### src/rtl/mc_control_fsm.sv
// Main control FSM for the multicycle RV32I core: sequences the shared datapath
// through fetch/decode/execute/memory/writeback and counts retired instructions.
module mc_control_fsm (
  input  logic        clk,
  input  logic        rst,
  input  logic [6:0]  op,
  input  logic [2:0]  funct3,
  input  logic        funct7b5,
  input  logic        zero,
  output logic        pc_write,
  output logic        adr_src,
  output logic        mem_write,
  output logic        ir_write,
  output logic [1:0]  result_src,
  output logic [1:0]  alu_src_a,
  output logic [1:0]  alu_src_b,
  output logic [2:0]  alu_control,
  output logic [1:0]  imm_src,
  output logic        reg_write,
  output logic [3:0]  state,
  output logic [31:0] instret,
  output logic        illegal
);

  typedef enum logic [3:0] {
    S_FETCH    = 4'd0,
    S_DECODE   = 4'd1,
    S_MEMADR   = 4'd2,
    S_MEMREAD  = 4'd3,
    S_MEMWB    = 4'd4,
    S_MEMWRITE = 4'd5,
    S_EXECUTER = 4'd6,
    S_ALUWB    = 4'd7,
    S_EXECUTEI = 4'd8,
    S_JAL      = 4'd9,
    S_BRANCH   = 4'd10,
    S_TRAP     = 4'd11
  } state_t;

  localparam logic [6:0] OP_LW     = 7'b0000011;
  localparam logic [6:0] OP_SW     = 7'b0100011;
  localparam logic [6:0] OP_RTYPE  = 7'b0110011;
  localparam logic [6:0] OP_ITYPE  = 7'b0010011;
  localparam logic [6:0] OP_JAL    = 7'b1101111;
  localparam logic [6:0] OP_BRANCH = 7'b1100011;

  localparam logic [2:0] ALU_ADD = 3'b000;
  localparam logic [2:0] ALU_SUB = 3'b001;
  localparam logic [2:0] ALU_AND = 3'b010;
  localparam logic [2:0] ALU_OR  = 3'b011;
  localparam logic [2:0] ALU_SLT = 3'b101;

  state_t     cur_state;
  state_t     next_state;
  logic       alu_funct_ok;
  logic [2:0] alu_funct_op;

  assign state = cur_state;

  always_ff @(posedge clk) begin
    if (rst) begin
      cur_state <= S_FETCH;
      instret   <= 32'd0;
      illegal   <= 1'b0;
    end else begin
      cur_state <= next_state;
      if (next_state == S_FETCH &&
          (cur_state == S_MEMWB || cur_state == S_MEMWRITE ||
           cur_state == S_ALUWB || cur_state == S_BRANCH))
        instret <= instret + 32'd1;
      if (next_state == S_TRAP)
        illegal <= 1'b1;
    end
  end

  // ALU operation for R/I-type arithmetic; subtract only for R-type with instr[30] set
  always_comb begin
    alu_funct_ok = 1'b1;
    alu_funct_op = ALU_ADD;
    case (funct3)
      3'b000:  alu_funct_op = (op[5] && funct7b5) ? ALU_SUB : ALU_ADD;
      3'b010:  alu_funct_op = ALU_SLT;
      3'b110:  alu_funct_op = ALU_OR;
      3'b111:  alu_funct_op = ALU_AND;
      default: alu_funct_ok = 1'b0;
    endcase
  end

  always_comb begin
    case (op)
      OP_SW:     imm_src = 2'b01;
      OP_BRANCH: imm_src = 2'b10;
      OP_JAL:    imm_src = 2'b11;
      default:   imm_src = 2'b00;
    endcase
  end

  always_comb begin
    next_state  = S_FETCH;
    pc_write    = 1'b0;
    adr_src     = 1'b0;
    mem_write   = 1'b0;
    ir_write    = 1'b0;
    result_src  = 2'b00;
    alu_src_a   = 2'b00;
    alu_src_b   = 2'b00;
    alu_control = ALU_ADD;
    reg_write   = 1'b0;

    case (cur_state)
      S_FETCH: begin
        ir_write   = 1'b1;
        alu_src_b  = 2'b10;
        result_src = 2'b10;
        pc_write   = 1'b1;
        next_state = S_DECODE;
      end
      S_DECODE: begin
        alu_src_a = 2'b01;
        alu_src_b = 2'b01;
        case (op)
          OP_LW, OP_SW: next_state = (funct3 == 3'b010) ? S_MEMADR : S_TRAP;
          OP_RTYPE:     next_state = alu_funct_ok ? S_EXECUTER : S_TRAP;
          OP_ITYPE:     next_state = alu_funct_ok ? S_EXECUTEI : S_TRAP;
          OP_JAL:       next_state = S_JAL;
          OP_BRANCH:    next_state = (funct3 == 3'b000 || funct3 == 3'b001) ? S_BRANCH : S_TRAP;
          default:      next_state = S_TRAP;
        endcase
      end
      S_MEMADR: begin
        alu_src_a  = 2'b10;
        alu_src_b  = 2'b01;
        next_state = (op == OP_LW) ? S_MEMREAD : S_MEMWRITE;
      end
      S_MEMREAD: begin
        adr_src    = 1'b1;
        next_state = S_MEMWB;
      end
      S_MEMWB: begin
        result_src = 2'b01;
        reg_write  = 1'b1;
      end
      S_MEMWRITE: begin
        adr_src   = 1'b1;
        mem_write = 1'b1;
      end
      S_EXECUTER: begin
        alu_src_a   = 2'b10;
        alu_control = alu_funct_op;
        next_state  = S_ALUWB;
      end
      S_EXECUTEI: begin
        alu_src_a   = 2'b10;
        alu_src_b   = 2'b01;
        alu_control = alu_funct_op;
        next_state  = S_ALUWB;
      end
      S_ALUWB: begin
        reg_write = 1'b1;
      end
      S_JAL: begin
        alu_src_a  = 2'b01;
        alu_src_b  = 2'b10;
        pc_write   = 1'b1;
        next_state = S_ALUWB;
      end
      S_BRANCH: begin
        alu_src_a   = 2'b10;
        alu_control = ALU_SUB;
        pc_write    = (funct3 == 3'b000) ? zero : ~zero;
      end
      S_TRAP: begin
        next_state = S_TRAP;
      end
      default: next_state = S_FETCH;
    endcase

    // Reset suppresses every architectural write, whatever state we are in
    if (rst) begin
      pc_write  = 1'b0;
      mem_write = 1'b0;
      ir_write  = 1'b0;
      reg_write = 1'b0;
    end
  end

endmodule

### config.mk
export PLATFORM = sky130hd
export DESIGN_NAME = mc_control_fsm
export DESIGN_NICKNAME = d
export VERILOG_FILES = /design/src/rtl/mc_control_fsm.sv
export SDC_FILE = /design/constraint.sdc
export NUM_CORES = 1
export LEC_CHECK = 0
export ABC_AREA = 1
export CORE_MARGIN = 2
export CORE_UTILIZATION = 30
export DETAILED_ROUTE_END_ITERATION = 8
export GPL_TIMING_DRIVEN = 0
export SYNTH_ARGS = -nofsm -noshare
export SYNTH_HDL_FRONTEND = slang
export SYNTH_SLANG_ARGS = --single-unit
### constraint.sdc
create_clock -name clk -period 2.2 [get_ports clk]
set_input_delay 0.66 -clock clk [delete_from_list [all_inputs] [get_ports clk]]
set_output_delay 0.66 -clock clk [all_outputs]
set_load 0.01 [all_outputs]
# == Word level (Yosys, flattened, before mapping) ==
# Cells that the tools add are included.
# classes
addsub,1
reduce_logical,19
n_eq_ne,22
n_bitwise,1
muxes,25
# op_table
cell,n
$add A32 B1 Y32 const B,1
$pmux W4 S6,1
$eq A4 B4 Y1 const B,5
$pmux W4 S5,1
$eq A4 B3 Y1 const B,4
$eq A7 B6 Y1 const B,2
$eq A7 B7 Y1 const B,2
$mux W1,12
$pmux W2 S2,3
$pmux W3 S4,1
$reduce_or A2 Y1,6
$eq A4 B2 Y1 const B,2
$logic_not A4 Y1,2
$mux W4,2
$reduce_or A4 Y1,2
$eq A7 B2 Y1 const B,1
$eq A7 B5 Y1 const B,1
$eq A3 B3 Y1 const B,2
$pmux W2 S3,1
$pmux W3 S2,1
$reduce_or A3 Y1,2
$eq A4 B1 Y1 const B,1
$logic_or A1 B1 Y1,4
$eq A3 B1 Y1 const B,1
7 further kinds,8
# totals
ff_bits,37
in_bits,14
output_inout_bits,53

# == Logic depth before layout (Yosys ltp) ==
# Gate-level depths: netlist of run 1.
# depth
depth_word,8
ltp_mapped,12
mapped_depth_nobuf,12

# == Least setup slack after synthesis of run 1 ==
# Ideal clock, no wire load.
# synth_timing
kind,input to output
from,in rst
to,out ir_write
slack_ps,212
arrival_ps,1328
stages,3
t_required_ps,1540
cell_sequence,clkbuf_1 clkbuf_1 nor2_1
# synth_via
elab_chain_cells,1
# synth_rtl
element,line,source
"start, declared",5,"input logic rst,"
$mux W1,179,if (rst) begin
"end, declared",13,"output logic ir_write,"
# No other way between the ends.

# == Worst setup path after layout of run 1 ==
# layout_timing
from,in op[4]
to,out imm_src[0]
# layout_via
elab_chain_cells,2
# layout_rtl
element,line,source
"start, declared",6,"input logic [6:0] op,"
$eq A7 B7 Y1 / $eq A7 B6 Y1 (equally long branches),90,case (op)
$pmux W2 S3 *,90,
"end, declared",18,"output logic [1:0] imm_src,"
# Every way passes the cells marked *; elsewhere a longest branch is shown, timed or not.

==> summary.md, run 1 <==
| Metric | Value |
|---|---|
| Skew final | roughly 5.9 ps |
| Setup slack, reg-to-reg | roughly 420 ps |
| Share of post-route cells with drive strength above 1 | 0.176 |
| WHS | 508 ps |
| Yosys top cell by area | dfxtp_1 |
| DIE WIDTH | 95.8 um |
| Layout net count | 514 |
| Avg Synthesized Cell Area | slightly above 6 um2 |
| Detailed-route vias per instance | approximately 4.7 |
| Worst-path cell chain | dlygate4sd2_1 > inv_2 > nand2_2 > nor2_4 > nand2_2 > o21ai_1 > buf_2 |
| Post-layout min period | 2180 ps |
| Layout area overhead | 40.7% |
| Row cnt | 33 |
| Synthesized flop and latch total | 37 |
| Pre-antenna DRT Iters | 4 |
| WP data arrival | roughly 1500 ps |
| Yosys warns | 0 |
| Final core occ | 0.435 |
| Detail Route Antenna Nets | 0 |
| Worst VDD drop | 0.000343 V |
| Antenna violations before repair | 0 |
| Root Buffer | clkbuf_8 |
| FF-to-FF path depth | 9 |
| Worst Hold Path Cells | 2 |
| Final Cycle Share | 0.989 |
| CP dominant cell by count | nand2_2 |
| CTS tree | built |
| I/O pin count | between 60 and 70 |
| H-tree depth | 2 |
| Post-Route WL | around 7600 um |
| DP Cell Count | just under 600 |
| Clock buffer count from CTS | 5 |
| Number of max-cap violations | 0 |
| CP required | ~1500 ps |
| DRT iter0 DRCs | 122 |
| Count of pins over their slew limit | 0 |
| Area of placed instances | 0.00331 mm2 |
| Max-Slew Margin vs Limit | 0.637 |
| Share of Yosys cell area claimed by the top area cell type | 0.293 |
| Leakage | approximately 0.0014 uW |
| Syn_nets | between 400 and 500 |
| Core area | 0.00818 mm2 |
| Die Height | 95.8 um |
| Vias in the first global route | 2546 |
| Final hold violation count | 0 |
| Ranking of synthesized cells by area | dfxtp_1 (29%), nand2_1 (18%), nor2_1 (10%) |
| Clock sinks | 37 |
| Critical path's top delay family | buffers and inverters |
| All-Layer GR Usage | 0.168 |
| WP depth | 7 |
| Critical path peak fanout | 3 |
| Initial Util | 0.309 |
| Post-route cell area | about 0.0036 mm2 |
| Antenna diodes | 0 |
| Critical path endpoint category | primary output |
| Mapped Area | ~0.0025 mm2 |
| Final setup fails | 0 |
| Hpwl dp | roughly 5800 um |
| Skew-Pair Late Insertion Delay | ~290 ps |
| RR Startpoint | instret[0] |
| Critical Path Start Type | input pin |
| First-pass GRT wire length | between 10000 and 15000 um |
| Asr flop ratio synth | 0 |
| Post-synth top flop | dfxtp_1 |
| PortBufs | 65 |
| Min-delay src | instret[9] |
| CP max-delay cell | dlygate4sd2_1 |
| Crit path kind | input pin to primary output |
| Layout filler cell count | 893 |
| Via count of the routed design | approximately 2800 |
| Hold buffer count at CTS | 0 |
| Fmax | ~460 MHz |
| Final Non-Filler Cells | 604 |
| Measured slew at the worst slew-check pin | approximately 540 ps |
| Post-synthesis sequential area ratio | 0.293 |
| Status | finished clean |
| Critical Path Max Stage Delay | around 270 ps |
| Clk buf depth | 2 |
| WP buf/inv | 3 |
| FF-to-FF End | instret[30] |
| Worst hold path class | flop to flop |
| Clock slew at reported path FFs | approximately 70 ps |
| Die area | 0.00918 mm2 |
| Count of different cell masters after synthesis | 33 |
| WL per Instance | about 13 um |
| Largest net degree at the start of global routing | 11 |
| Final setup TNS | 0 ps |
| RD Place Congestion | roughly 0.90 |
| Cell count after synthesis | ~410 |
| EDFF count, synth | 0 |
| Gr ovfl total | 0 |
| Drc violations | 0 |
| Hold Crit Endpoint | instret[9] |
| P per Cell Area | ~700 mW/mm2 |
[cells in the final DEF (no fill, tap or decap), types with 10 or more instances in the layout]
master           instances
nand3_1                 17
a21oi_1                 27
clkdlybuf4s50_1         38
buf_4                   12
nand2_1                114
dfxtp_1                 33
nand2_2                 10
nor2_2                  10
inv_1                   43
nor3_1                  10
nor2_4                  13
dlygate4sd2_1           15
o21ai_0                 13
nor2_1                  56
[tightest hold or removal path: cells and delay by family, from the launching register on]
family	cells	cell delay [ps]
buf+inv	1	70
compound gates	1	50
flops	1	340
[flip-flops by register name, indices dropped and copies added, names as in the netlist]
signal,count
instret,32
illegal,1
state,4
[metal layers]
layer  global-route usage  routed length (um)  up-vias
met4               0.0500                 127        0
li1                     -                   -     1484
met3               0.0313                 315       12
met2                0.272                3540       65
met5                    0                   0        -
met1                0.226                3600     1285
[report_power, final]
group	internal, uW	total, uW	switching, uW
Combinational	489	1200	714
Sequential	752	867	116
Clock	248	476	228
Total	1490	2550	1060
[metrics by stage]
step	total power [uW]	setup WS, ps
after floorplan	1460	212
after global placement	2010	-754
after detailed placement	2020	-776
after CTS	2490	-24.4
after global routing	2720	-19.3
final	2550	23.6
[Yosys cell counts, types with 2 or more instances]
cell type	count
a21oi_1	27
buf_2	2
clkbuf_1	4
dfxtp_1	37
inv_1	48
inv_2	2
nand2_1	122
nand2_2	3
nand3_1	19
nand3b_1	3
nand4_1	7
nor2_1	69
nor2_2	4
nor2_4	6
nor3_1	10
nor3_2	2
nor3b_1	3
o21a_1	3
o21ai_0	14
o21bai_1	2
or2_2	2
xnor2_1	6
xor2_1	9
[how the worst max path moves through the flow]
stage	slack, ps	start	endpoint
after floorplan	210	rst	ir_write
after global placement	-750	op[5]	imm_src[0]
after detailed placement	-780	op[5]	imm_src[0]
after CTS	-20	state[2]	alu_src_a[1]
after global routing	-20	state[1]	pc_write
final	20	op[4]	imm_src[0]
[cells by family after synthesis]
kind of cell | Yosys count | share of synthesized area
simple gates | 255 | 0.457
flops | 37 | 0.293
compound gates | 50 | 0.109
xor+xnor | 15 | 0.0520
fa+ha+maj | 1 | 0.00495
buf+inv | 56 | 0.0841
[repair_timing]
action                     4_1_cts  5_1_grt
buffers inserted                 7        6
pin swaps                        9        7
hold endpoints to repair         0        0
resized for setup               80       27
setup endpoints to repair       16       12
[area by class of cell]
| cell class | count | area (um2) | share of cell area |
|---|---|---|---|
| buffer | 6 | 38.8 | 0.0109 |
| timing repair buffer | 78 | 683 | 0.192 |
| multi-input combinational | 321 | 1680 | 0.472 |
| sequential | 37 | 751 | 0.211 |
| tap | 105 | 131 | 0.0369 |
| inverter | 50 | 188 | 0.0527 |
| clock buffer | 7 | 86.3 | 0.0243 |
Note: power is estimated with default switching activity, not from simulation.
==> inputs of run 2 (changes only) <==
- CTS_CLUSTER_SIZE: default -> 20
==> results of run 2 <==
The final DEF is identical to that of run 1; final timing and power are the same.
==> inputs of run 3 (changes only) <==
- TNS_END_PERCENT: default -> 10
==> run 3 against run 2 <==
  * The flow now finishes with violations (negative setup slack)
  * Wire length decreased by 3.2%
  * Critical path depth decreased by 1
  * Via count decreased by 1.2%
  * Sequential power decreased by 1%
  * Clock-buffer cell count unchanged
  * Hold slack improved by 1.0 ps
  * Cell count decreased by 2.0%
  * Register-to-register slack about the same
  * Die area unchanged
  * Global-route usage decreased by 0.31 points
  * Critical path type unchanged
==> summary.md, run 3 (same netlist as run 1, synthesis figures left out) <==
| Metric | Value |
|---|---|
| Pre-CTS setup slack | -776 ps (unchanged) |
| WP data arrival | 1720 ps (+200 ps) |
| Fmax | 420 MHz (-8.5%) |
| Worst VDD drop | 0.000342 V (-0.38%) |
| Critical Path Start Type | input pin |
| Critical path endpoint category | primary output |
| Root Buffer | clkbuf_8 |
| I/O pin count | 67 (unchanged) |
| Hold buffer count at CTS | 0 (unchanged) |
| Worst hold path class | flop to flop |
| Core area | 0.00818 mm2 (unchanged) |
| Most frequent cells in the layout | nand2_1 (117), nor2_1 (57), inv_1 (44) |
| DRT iter0 DRCs | 99 (-19%) |
| All-Layer GR Usage | 0.165 (-0.00312) |
| Skew-Pair Late Insertion Delay | 290 ps (about the same) |
| Max FFs per register | 32 (unchanged) |
| Post-layout min period | 2380 ps (+202 ps) |
| Clock sinks | 37 (unchanged) |
| Layout area overhead | 36.9% |
| Max-Slew Margin vs Limit | 0.655 (+0.0176) |
| WHS | 509 ps (+1.03 ps) |
| Setup slack after layout | -179 ps (-202 ps) |
| Final setup fails | 4 (+4) |
| Area of placed instances | 0.00331 mm2 (unchanged) |
| Seq pwr share | 0.341 (about the same) |
| Measured slew at the worst slew-check pin | 518 ps (-26.5 ps) |
| Status | finished, violations left |
| Clk buf depth | 2 (unchanged) |
| Largest Register | instret |
| Gr ovfl total | 0 (unchanged) |
| Critical Path Max Stage Delay | 500 ps (+230 ps) |
| PortBufs | 65 (unchanged) |
| Initial Util | 0.309 (unchanged) |
| Switch Pwr | 1040 uW (-1.5%) |
| CP max-delay cell | clkdlybuf4s50_1 |
| Sw Ratio | 0.415 (-0.000569) |
| Die area | 0.00918 mm2 (unchanged) |
| Drc violations | 0 (unchanged) |
| Detail Route Antenna Nets | 0 (unchanged) |
| Share of post-route cells with drive strength above 1 | 0.138 (-0.0388) |
| Layout filler cell count | 901 (+0.90%) |
| Failing checks | negative setup slack |
| Largest net degree at the start of global routing | 11 (unchanged) |
| Clock power share | 0.189 (+0.002) |
| P per Cell Area | 726 mW/mm2 (+1.4%) |
| Row cnt | 33 (unchanged) |
| Clock slew at reported path FFs | 70 ps (about the same) |
| DIE WIDTH | 95.8 um (unchanged) |
| Die Height | 95.8 um (unchanged) |
| Post-Route WL | 7330 um (-3.2%) |
| Clock buffer count from CTS | 5 (unchanged) |
| Commonest non-fill, non-tap cell in the layout | nand2_1 |
| Detailed-route vias per instance | 4.75 (+0.84%) |
| Via count of the routed design | 2813 (-1.2%) |
| Hpwl dp | 5820 um (unchanged) |
| Comb pwr share | 0.470 (-0.002) |
| First-pass GRT wire length | 12000 um (-1.6%) |
| CP required | 1540 ps (about the same) |
| H-tree depth | 2 (unchanged) |
| Crit path kind | input pin to primary output |
| RD Place Congestion | 0.899 (unchanged) |
| Final Cycle Share | 1.08 (+0.0919) |
| CTS tree | built |
| Antenna violations before repair | 0 (unchanged) |
| Count of pins over their slew limit | 0 (unchanged) |
| Final hold violation count | 0 (unchanged) |
| Worst-path cell chain | clkdlybuf4s50_1 > inv_2 > nor2_4 > nand2_2 > nand2_1 > clkdlybuf4s15_2 |
| RSZ-0062 raised after global routing | yes |
| WP buf/inv | 3 (unchanged) |
| Vias in the first global route | 2488 (-2.3%) |
| WL per Instance | 12.4 um (-1.3%) |
| Leakage | 0.00140 uW (-2.9%) |
| Skew final | 5.61 ps (-0.261 ps) |
| Number of max-cap violations | 0 (unchanged) |
| Cell Int Power | 1470 uW (-1.3%) |
| Critical path peak fanout | 4 (+1) |
| Layout net count | 502 (-2.3%) |
| Antenna diodes | 0 (unchanged) |
| Pre-antenna DRT Iters | 4 (unchanged) |
| Critical path's top delay family | buffers and inverters |
| Post-route cell area | 0.00346 mm2 (-2.7%) |
## run 3: changes by cell type in the layout (fill, tap and decap cells not counted), sizes merged
cell,before,now
dlymetal6s2s,0,2
dlygate4sd2,15,13
clkbuf,14,13
clkdlybuf4s50,38,41
buf,22,7
clkdlybuf4s15,2,3
## run 3: per-stage QoR
stage                     instances  setup TNS, ps   util  power [uW]
after floorplan                 414              0      -        1460
final                           592           -451  0.423        2510
after CTS                       592           -775  0.421        2490
after detailed placement        584          -5710  0.405        2020
after global placement          584          -5600  0.405        2010
after global routing            592           -898  0.423        2680
## run 3: final timing paths
check,startpoint,endpoint,slack (ps),depth (start not counted)
hold reg to reg,instret[9],instret[9],510,2
hold / removal,instret[9],instret[9],510,2
setup / recovery,op[6],imm_src[1],-180,6
setup reg to reg,instret[0],instret[30],420,9
## run 3: final cells by class
class                      instances  area, um2  share of cell area
multi-input combinational        321       1650               0.478
timing repair buffer              66        619               0.179
sequential                        37        744               0.215
buffer                             6       38.8              0.0112
inverter                          50        188              0.0542
clock buffer                       7       86.3              0.0249
tap                              105        131              0.0380
## run 3: power groups by stage
stage | combinational (uW) | sequential [uW] | clock, uW
2_1_floorplan | 604 | 855 | 0
3_3_place_gp | 1160 | 847 | 0
3_5_place_dp | 1170 | 848 | 0
4_1_cts | 1160 | 844 | 490
5_1_grt | 1300 | 869 | 520
6_report | 1180 | 856 | 475
## run 3: what timing repair did
| item | in CTS | in global routing |
|---|---|---|
| hold endpoints to repair | 0 | 0 |
| resized for setup | 67 | 16 |
| setup buffers | 1 | 0 |
| setup endpoints to repair | 16 | 11 |
| pin swaps | 4 | 1 |
## run 3: worst reg2reg max path, cell delays in order (launching register included)
cell and delay, ps:
dfxtp_1 470, ha_1 240, nand3_1 210, nor2_1 210, inv_1 60, nor2_1 90, nand2_1 110, xnor2_1 150
nand2_1 70, a21oi_1 120
## run 3: routing by layer
layer	vias to the layer above	global-route usage	wire, um	share of wire
met2	58	0.263	3390	0.46
met1	1282	0.226	3480	0.47
met4	0	0.0452	100	0.014
met5	-	0	0	0
li1	1465	-	-	-
met3	8	0.0313	358	0.049
